<file path="config.mk">
export PLATFORM = sky130hd
export DESIGN_NAME = fb_pulse_feeder_flat
export DESIGN_NICKNAME = d
export VERILOG_FILES = /design/src/rtl/fb_pulse_feeder_if.sv /design/src/rtl/fb_pulse_feeder.sv /design/src/flat_wrapper.sv
export SDC_FILE = /design/constraint.sdc
export NUM_CORES = 1
export LEC_CHECK = 0
export BUFFER_PORTS_ARGS = -buffer_cell sky130_fd_sc_hd__buf_2
export CORE_MARGIN = 2
export CORE_UTILIZATION = 54
export DETAILED_ROUTE_END_ITERATION = 7
export PLACE_DENSITY = 0.76
export SETUP_SLACK_MARGIN = 0.5
export SLEW_MARGIN = 0
export SYNTH_ARGS = -nofsm -noshare
export SYNTH_HDL_FRONTEND = slang
export SYNTH_SLANG_ARGS = --single-unit
</file>
<file path="constraint.sdc">
create_clock -name clkA -period 3.08 [get_ports clkA]
set_input_delay 0.462 -clock clkA [delete_from_list [all_inputs] [get_ports clkA]]
set_output_delay 0.462 -clock clkA [all_outputs]
set_load 0.02 [all_outputs]
</file>
<file path="src/rtl/fb_pulse_feeder_if.sv">
// Event/handshake bundle between local logic, the feeder and the
// pulse synchronizer's source side.
interface fb_pulse_feeder_if #(
  parameter int CNT_W = 4
);
  logic             ev_in;
  logic             busy;
  logic             clr_flags;
  logic             req_out;
  logic [CNT_W-1:0] pending;
  logic             overflow;
  logic             ack_err;
  logic             idle;

  modport master (
    output ev_in, busy, clr_flags,
    input  req_out, pending, overflow, ack_err, idle
  );

  modport slave (
    input  ev_in, busy, clr_flags,
    output req_out, pending, overflow, ack_err, idle
  );
endinterface

</file>
<file path="src/rtl/fb_pulse_feeder.sv">
// Source-domain feeder: queues event pulses and replays them one at a
// time into the feedback pulse synchronizer, paced by its busy flag.
module fb_pulse_feeder #(
  parameter int CNT_W  = 4,
  parameter int ACK_TO = 8
) (
  input logic              clkA,
  input logic              resetA,
  fb_pulse_feeder_if.slave fb
);

  typedef enum logic [1:0] {
    IDLE,
    ISSUE,
    WAIT_ACK,
    WAIT_DONE
  } state_t;

  localparam logic [CNT_W-1:0] PMAX = '1;
  localparam logic [CNT_W-1:0] ONE  = CNT_W'(1);
  localparam logic [8:0]      TO_LAST = 9'(ACK_TO - 1);

  state_t           state;
  state_t           stateNxt;
  logic [7:0]       toCnt;
  logic [7:0]       toCntNxt;
  logic [CNT_W-1:0] pend;
  logic [CNT_W-1:0] pendNxt;
  logic             goIssue;
  logic             errSet;
  logic             full;
  logic             inc;
  logic             ovfSet;
  logic             reqQ;
  logic             ovfQ;
  logic             errQ;

  always_comb begin
    stateNxt = state;
    toCntNxt = toCnt;
    goIssue  = 1'b0;
    errSet   = 1'b0;
    unique case (state)
      IDLE: begin
        if (pend != '0 && !fb.busy) begin
          stateNxt = ISSUE;
          goIssue  = 1'b1;
        end
      end
      ISSUE: begin
        stateNxt = WAIT_ACK;
        toCntNxt = '0;
      end
      WAIT_ACK: begin
        if (fb.busy) begin
          stateNxt = WAIT_DONE;
        end else if (({1'b0, toCnt} + 9'd1) >= TO_LAST) begin
          // Give up on this transfer; the event is treated as issued.
          errSet   = 1'b1;
          stateNxt = IDLE;
        end else begin
          toCntNxt = toCnt + 8'd1;
        end
      end
      WAIT_DONE: begin
        if (!fb.busy) stateNxt = IDLE;
      end
      default: stateNxt = IDLE;
    endcase
  end

  // A full queue still accepts when a slot frees up on the same edge.
  always_comb begin
    full    = (pend == PMAX);
    inc     = fb.ev_in && (!full || goIssue);
    ovfSet  = fb.ev_in && full && !goIssue;
    pendNxt = pend;
    if (inc && !goIssue) pendNxt = pend + ONE;
    if (!inc && goIssue) pendNxt = pend - ONE;
  end

  always_ff @(posedge clkA or negedge resetA) begin
    if (!resetA) begin
      state <= IDLE;
      toCnt <= '0;
      pend  <= '0;
      reqQ  <= 1'b0;
      ovfQ  <= 1'b0;
      errQ  <= 1'b0;
    end else begin
      state <= stateNxt;
      toCnt <= toCntNxt;
      pend  <= pendNxt;
      reqQ  <= goIssue;
      ovfQ  <= ovfSet || (ovfQ && !fb.clr_flags);
      errQ  <= errSet || (errQ && !fb.clr_flags);
    end
  end

  assign fb.req_out  = reqQ;
  assign fb.pending  = pend;
  assign fb.overflow = ovfQ;
  assign fb.ack_err  = errQ;
  assign fb.idle     = (state == IDLE) && (pend == '0);

endmodule

</file>
<file path="src/flat_wrapper.sv">
// flat-port wrapper written by rule: the top's interface ports become plain ports
module fb_pulse_feeder_flat 
#(
  parameter int CNT_W  = 4,
  parameter int ACK_TO = 8
)
  (clkA, resetA, fb_ev_in, fb_busy, fb_clr_flags, fb_req_out, fb_pending, fb_overflow, fb_ack_err, fb_idle);
  fb_pulse_feeder_if #(.CNT_W(CNT_W)) fb_i ();
  input logic clkA;
  input logic resetA;
  input wire logic [$bits(fb_i.ev_in)-1:0] fb_ev_in;
  input wire logic [$bits(fb_i.busy)-1:0] fb_busy;
  input wire logic [$bits(fb_i.clr_flags)-1:0] fb_clr_flags;
  output wire logic [$bits(fb_i.req_out)-1:0] fb_req_out;
  output wire logic [$bits(fb_i.pending)-1:0] fb_pending;
  output wire logic [$bits(fb_i.overflow)-1:0] fb_overflow;
  output wire logic [$bits(fb_i.ack_err)-1:0] fb_ack_err;
  output wire logic [$bits(fb_i.idle)-1:0] fb_idle;
  assign fb_i.ev_in = fb_ev_in;
  assign fb_i.busy = fb_busy;
  assign fb_i.clr_flags = fb_clr_flags;
  assign fb_req_out = fb_i.req_out;
  assign fb_pending = fb_i.pending;
  assign fb_overflow = fb_i.overflow;
  assign fb_ack_err = fb_i.ack_err;
  assign fb_idle = fb_i.idle;
  fb_pulse_feeder #(.CNT_W(CNT_W), .ACK_TO(ACK_TO)) u_core (.clkA(clkA), .resetA(resetA), .fb(fb_i));
endmodule
</file>
Yosys cells after proc, flatten, opt, wreduce, memory -nomap -nowiden
Cells that the tools add are included.

Reductions and logical operators: 24. Multipliers: 0. $add $sub $neg: 4. $lt $le $gt $ge: 1. Shifts and indexed selects: 0. Mux-type cells: 15. Divide/modulo/power cells: 0. Eq/ne operators: 9. Bitwise gates (word level): 0.

Operator list (number): $mux 8 (2); $pmux 8 s2 (1); $add 8x1->9 const B (1); $ge 9x3->1 const B (1); $logic_and 1x1->1 (9); $add 8x1->8 const B (1); $mux 2 (4); $mux 4 (2); $pmux 2 s4 (1); $ne 2x2->1 const B (3); $reduce_and 3->1 (2); $logic_not 1->1 (5); $mux 1 (5); $add 4x1->4 const B (1); $eq 2x2->1 const B (2); $eq 4x4->1 const B (1); $logic_not 4->1 (1); $reduce_bool 2->1 (2); $reduce_bool 4->1 (1); $sub 4x1->4 const B (1); $logic_or 1x1->1 (3); $ne 3x2->1 const B (1); $eq 2x1->1 const B (1); $logic_not 2->1 (1); $ne 2x1->1 const B (1).

Bits in read-only memories: 0. Memories kept: 0. Flip-flop bits (word level): 17. Bits in latches: 0. Bits of input ports: 5. Word-level logic and storage cells: 59. Memory bits (writable): 0.

Logic depth before layout (Yosys ltp)
Depth after elaboration: 9. Mapped depth: 9. Depth with buffers taken out: 9.

Least setup slack after synthesis
No wires, ideal clock.

Kind: reg-to-reg. From: register u_core.pend[1] (netlist: u_core.fb.pending[1]). To: register u_core.pend[3] (netlist: u_core.fb.pending[3]). Buffers on the path: 0. Period minus slack after synthesis: 2.380 ns. Path slack: 0.700 ns. Stages on the path, launching flop included: 10. Data arrival time: 2.300 ns. Cells stage by stage: dfrtp_1 > or4_1 > nand2_2 > or2_2 > inv_1 > ha_1 > a21o_1 > a21oi_1 > mux2i_1 > xor2_1.

Cells in the longest elaborated chain, start to end: 9.

RTL lines: from (decl) (line fb_pulse_feeder.sv:27) `logic [CNT_W-1:0] pend;`; from (signal assigned) (line fb_pulse_feeder.sv:93) `pend <= pendNxt;`; $reduce_bool 4->1 (line fb_pulse_feeder.sv:45) `if (pend != '0 && !fb.busy) begin`; $logic_and 1x1->1 (line fb_pulse_feeder.sv:45); $mux 1 (line fb_pulse_feeder.sv:45); $mux 1 (line fb_pulse_feeder.sv:43) `unique case (state)`; $logic_or 1x1->1 (line fb_pulse_feeder.sv:75) `inc = fb.ev_in && (!full || goIssue);`; $logic_and 1x1->1 (line fb_pulse_feeder.sv:75); $logic_not 1->1 (line fb_pulse_feeder.sv:79) `if (!inc && goIssue) pendNxt = pend - ONE;`; $logic_and 1x1->1 (line fb_pulse_feeder.sv:79); $mux 4 / $reduce_bool 2->1 (equally long branches).

Parallel ways exist; a longest one is shown, timed or not. The select of a mux whose other input is x is not followed. A chain may end at the register's enable or synchronous reset.

Final worst setup path
Ends and elaborated chain as after synthesis.

==> metrics.yaml <==
hold_path.class: "in2async"
timing_worst_setup_path_type: "reg2reg"
tcrit_tclk_final_pct: 78.17
drt_drc_violations_left: 0
mostFrequentLayoutCell: "sky130_fd_sc_hd__dfrtp_1"
timing.critical_path.fanout_max: 5
multi_input_comb_area_um2: 460.4
timing.critical_path.from: "u_core.fb.pending[1]"
slowest_stage: "sky130_fd_sc_hd__or4_1"
postSynthCellCount: 83
root_cell_of_the_clock_tree: "sky130_fd_sc_hd__clkbuf_4"
fp.dieArea_um2: 2029
timing.hold.ws_ns: 0.07738
count_of_final_max_slew_check_failures: 0
commonest_non_fill_non_tap_cells_in_the_layout: "sky130_fd_sc_hd__dfrtp_1 (17), sky130_fd_sc_hd__buf_2 (12), sky130_fd_sc_hd__nand2_1 (7)"
fillers: 124
yosysWarningCount: 0
clk_latency_ns: 0.28
final_layout_size_suffix_gt1_share_pct: 22.45
grt_first_pass_wirelength_um: 2670
critical_path.cell_chain: "or4_1, nand2_2, or2_4, inv_1, ha_1, a21o_1, a21oi_1, mux2i_1, xor2_1"
cts_inserted_buffers: 3
pin_count_of_the_biggest_net_entering_global_routing: 18
power_w: 0.0008423
worst-path-buf-inv: 1
tns_ns: 0
synth_area_leaders: "sky130_fd_sc_hd__dfrtp_1 (47%), sky130_fd_sc_hd__ha_1 (5.5%), sky130_fd_sc_hd__mux2i_1 (5.5%)"
yosysTopAreaCellShare_pct: 46.77
routed_wl_um: 1511
ff_latch_area_um2: 425.4
worstPathArrival_ns: 2.62
synth_nets: 93
postSynth.asyncResetShare_pct: 100.0
grt_setup_unrepaired: "false"
globalRouteMet1Util_pct: 26.30
timing_hold_violations_final: 0
yosys.area_share.adder_pct: 7.703
grt_util_all_layers_pct: 17.91
core_area_um2: 1541
routabilityCongestion: 0.8158
cts_hold_buffers: 0
core_utilization_of_the_finished_layout_pct: 65.83
design.final.nets: 109
average_wire_per_cell_in_the_routed_design_um: 13.25
detail_route.first_pass.iterations: 4
critPathTopFamily: "simple AND/OR/NAND/NOR gates"
ys_seq_area_share_pct: 46.77
cts_tree: "done"
critical_path.startpoint_type: "flip-flop"
yosys.area_share.xor_xnor_pct: 5.777
met2_demand_to_capacity_share_in_global_routing_pct: 25.71
setup_viol: 0
drt_first_iter_violations: 8
dp_hpwl_um: 1219
grt_most_used_layer: "met1"
insertedDiodeCount: 0
initial_antenna_violation_count: 0
skew_ns: 0.002571
p_per_area_nw_per_um2: 830.0
maxCapViolCount: 0
synth_enable_flop_cells: 0
timing.rr.start: "u_core.fb.pending[1]"
status: "finished clean"
synthSimpleGateAreaFrac_pct: 19.39
vdd.ir_drop.worst_mv: 0.4785
htreeDepth: 1
clk_path_buf_depth: 2
mappedNetlistArea_um2: 909.6
post-route-min-period_ns: 2.408
fp.dieW_um: 45.04
critPathMaxStageDelay_ns: 0.58
synth.largest_area_cell: "sky130_fd_sc_hd__dfrtp_1"
max_slew.worst_pin.slew_ns: 0.3646
initial_utilization_pct: 59.01
static-leakage-power_nw: 0.5617
fmaxAchievable_mhz: 415.3
postRouteAntennaNets: 0
worst_slew_margin_rel_pct: 75.69
timing.critical_path.to_type: "flip-flop"
die_height_um: 45.04
muxShareOfSynthArea_pct: 6.740
via_count: 648
clock-sinks: 17
cts.repair_timing.setup_buffer_count: 0
synth_ff_type: "sky130_fd_sc_hd__dfrtp_1"
portBuffers: 12
critPathRequiredTime_ns: 3.29
netlist-cell-type-count: 34
placement_rows: 14
path_clk_slew_ns: 0.08
syn_to_final_growth_pct: 11.55
synth_top_family_by_area: "simple AND/OR/NAND/NOR gates"
grt_util_met3_pct: 6.000
synth-seq-cells: 17
globalRouteOverflowTotal: 0
synth_compound_gate_area_share_pct: 10.73
viasPerCell: 5.684
postSynthAreaPerCell_um2: 10.96
boundaryPins: 13
grt_pass1_vias: 634
post_cts.resized_instances: 0
kinds of logic after synthesis:
family          after synthesis
mux                           6
compound gates               12
xor+xnor                      6
flops                        17
fa+ha+maj                     5
buf+inv                       7
simple gates                 30
report_power, final:
part	switching (W)	total (W)	internal, W
sequential	0.0000675	0.000355	0.000287
clock	0.0000611	0.000111	0.0000503
combinational	0.000215	0.000376	0.000161
metrics by stage:
step | cell area, µm² | setup WS (ns) | instances
final | 1015 | 0.6722 | 114
after global routing | 1015 | 0.5152 | 114
after CTS | 1012 | 0.6445 | 114
after global placement | 985.9 | 0.7266 | 110
after detailed placement | 985.9 | 0.6730 | 110
after floorplan | 909.6 | 0.7000 | 83
worst paths after layout:
check                                             to  slack, ns  depth (start not counted)
min in group clkA                    u_core.state[0]       0.43                          3
max in group asynchronous       u_core.fb.pending[2]       2.74                          1
worst min-delay path                 u_core.toCnt[7]       0.08                          1
worst max-delay path            u_core.fb.pending[3]       0.67                          9
worst max register to register  u_core.fb.pending[3]       0.67                          9
worst min register to register    u_core.fb.overflow       0.50                          1
sequential cells by signal, summed over array words and instances, names as in the netlist:
register	count
u_core.fb.ack_err	1
u_core.state	2
u_core.toCnt	8
u_core.fb.overflow	1
u_core.fb.req_out	1
u_core.fb.pending	4
per-layer routing:
layer  routed length (µm)  vias to the layer above  share of wire, %
li1                     -                      325                 -
met4                    0                        0                 0
met1                  765                      307                51
met5                    0                        -                 0
met2                  666                       16                44
met3                   79                        0               5.2
final cells by class:
class                      instances  area share [%]
sequential                        17           41.92
tap                               16           1.973
multi-input combinational         59           45.38
inverter                           6           2.219
clock buffer                       4           2.589
timing repair buffer              12           5.919
cells in the mapped netlist, types with 2 or more instances:
cell,number
sky130_fd_sc_hd__xor2_1,2
sky130_fd_sc_hd__inv_1,6
sky130_fd_sc_hd__nand2_1,7
sky130_fd_sc_hd__nand4_1,3
sky130_fd_sc_hd__nand2_2,2
sky130_fd_sc_hd__nor3_1,2
sky130_fd_sc_hd__xnor2_1,4
sky130_fd_sc_hd__nand2b_1,4
sky130_fd_sc_hd__dfrtp_1,17
sky130_fd_sc_hd__and3_1,5
sky130_fd_sc_hd__mux2i_1,5
sky130_fd_sc_hd__ha_1,4
Note: power is estimated with default switching activity, not from simulation.
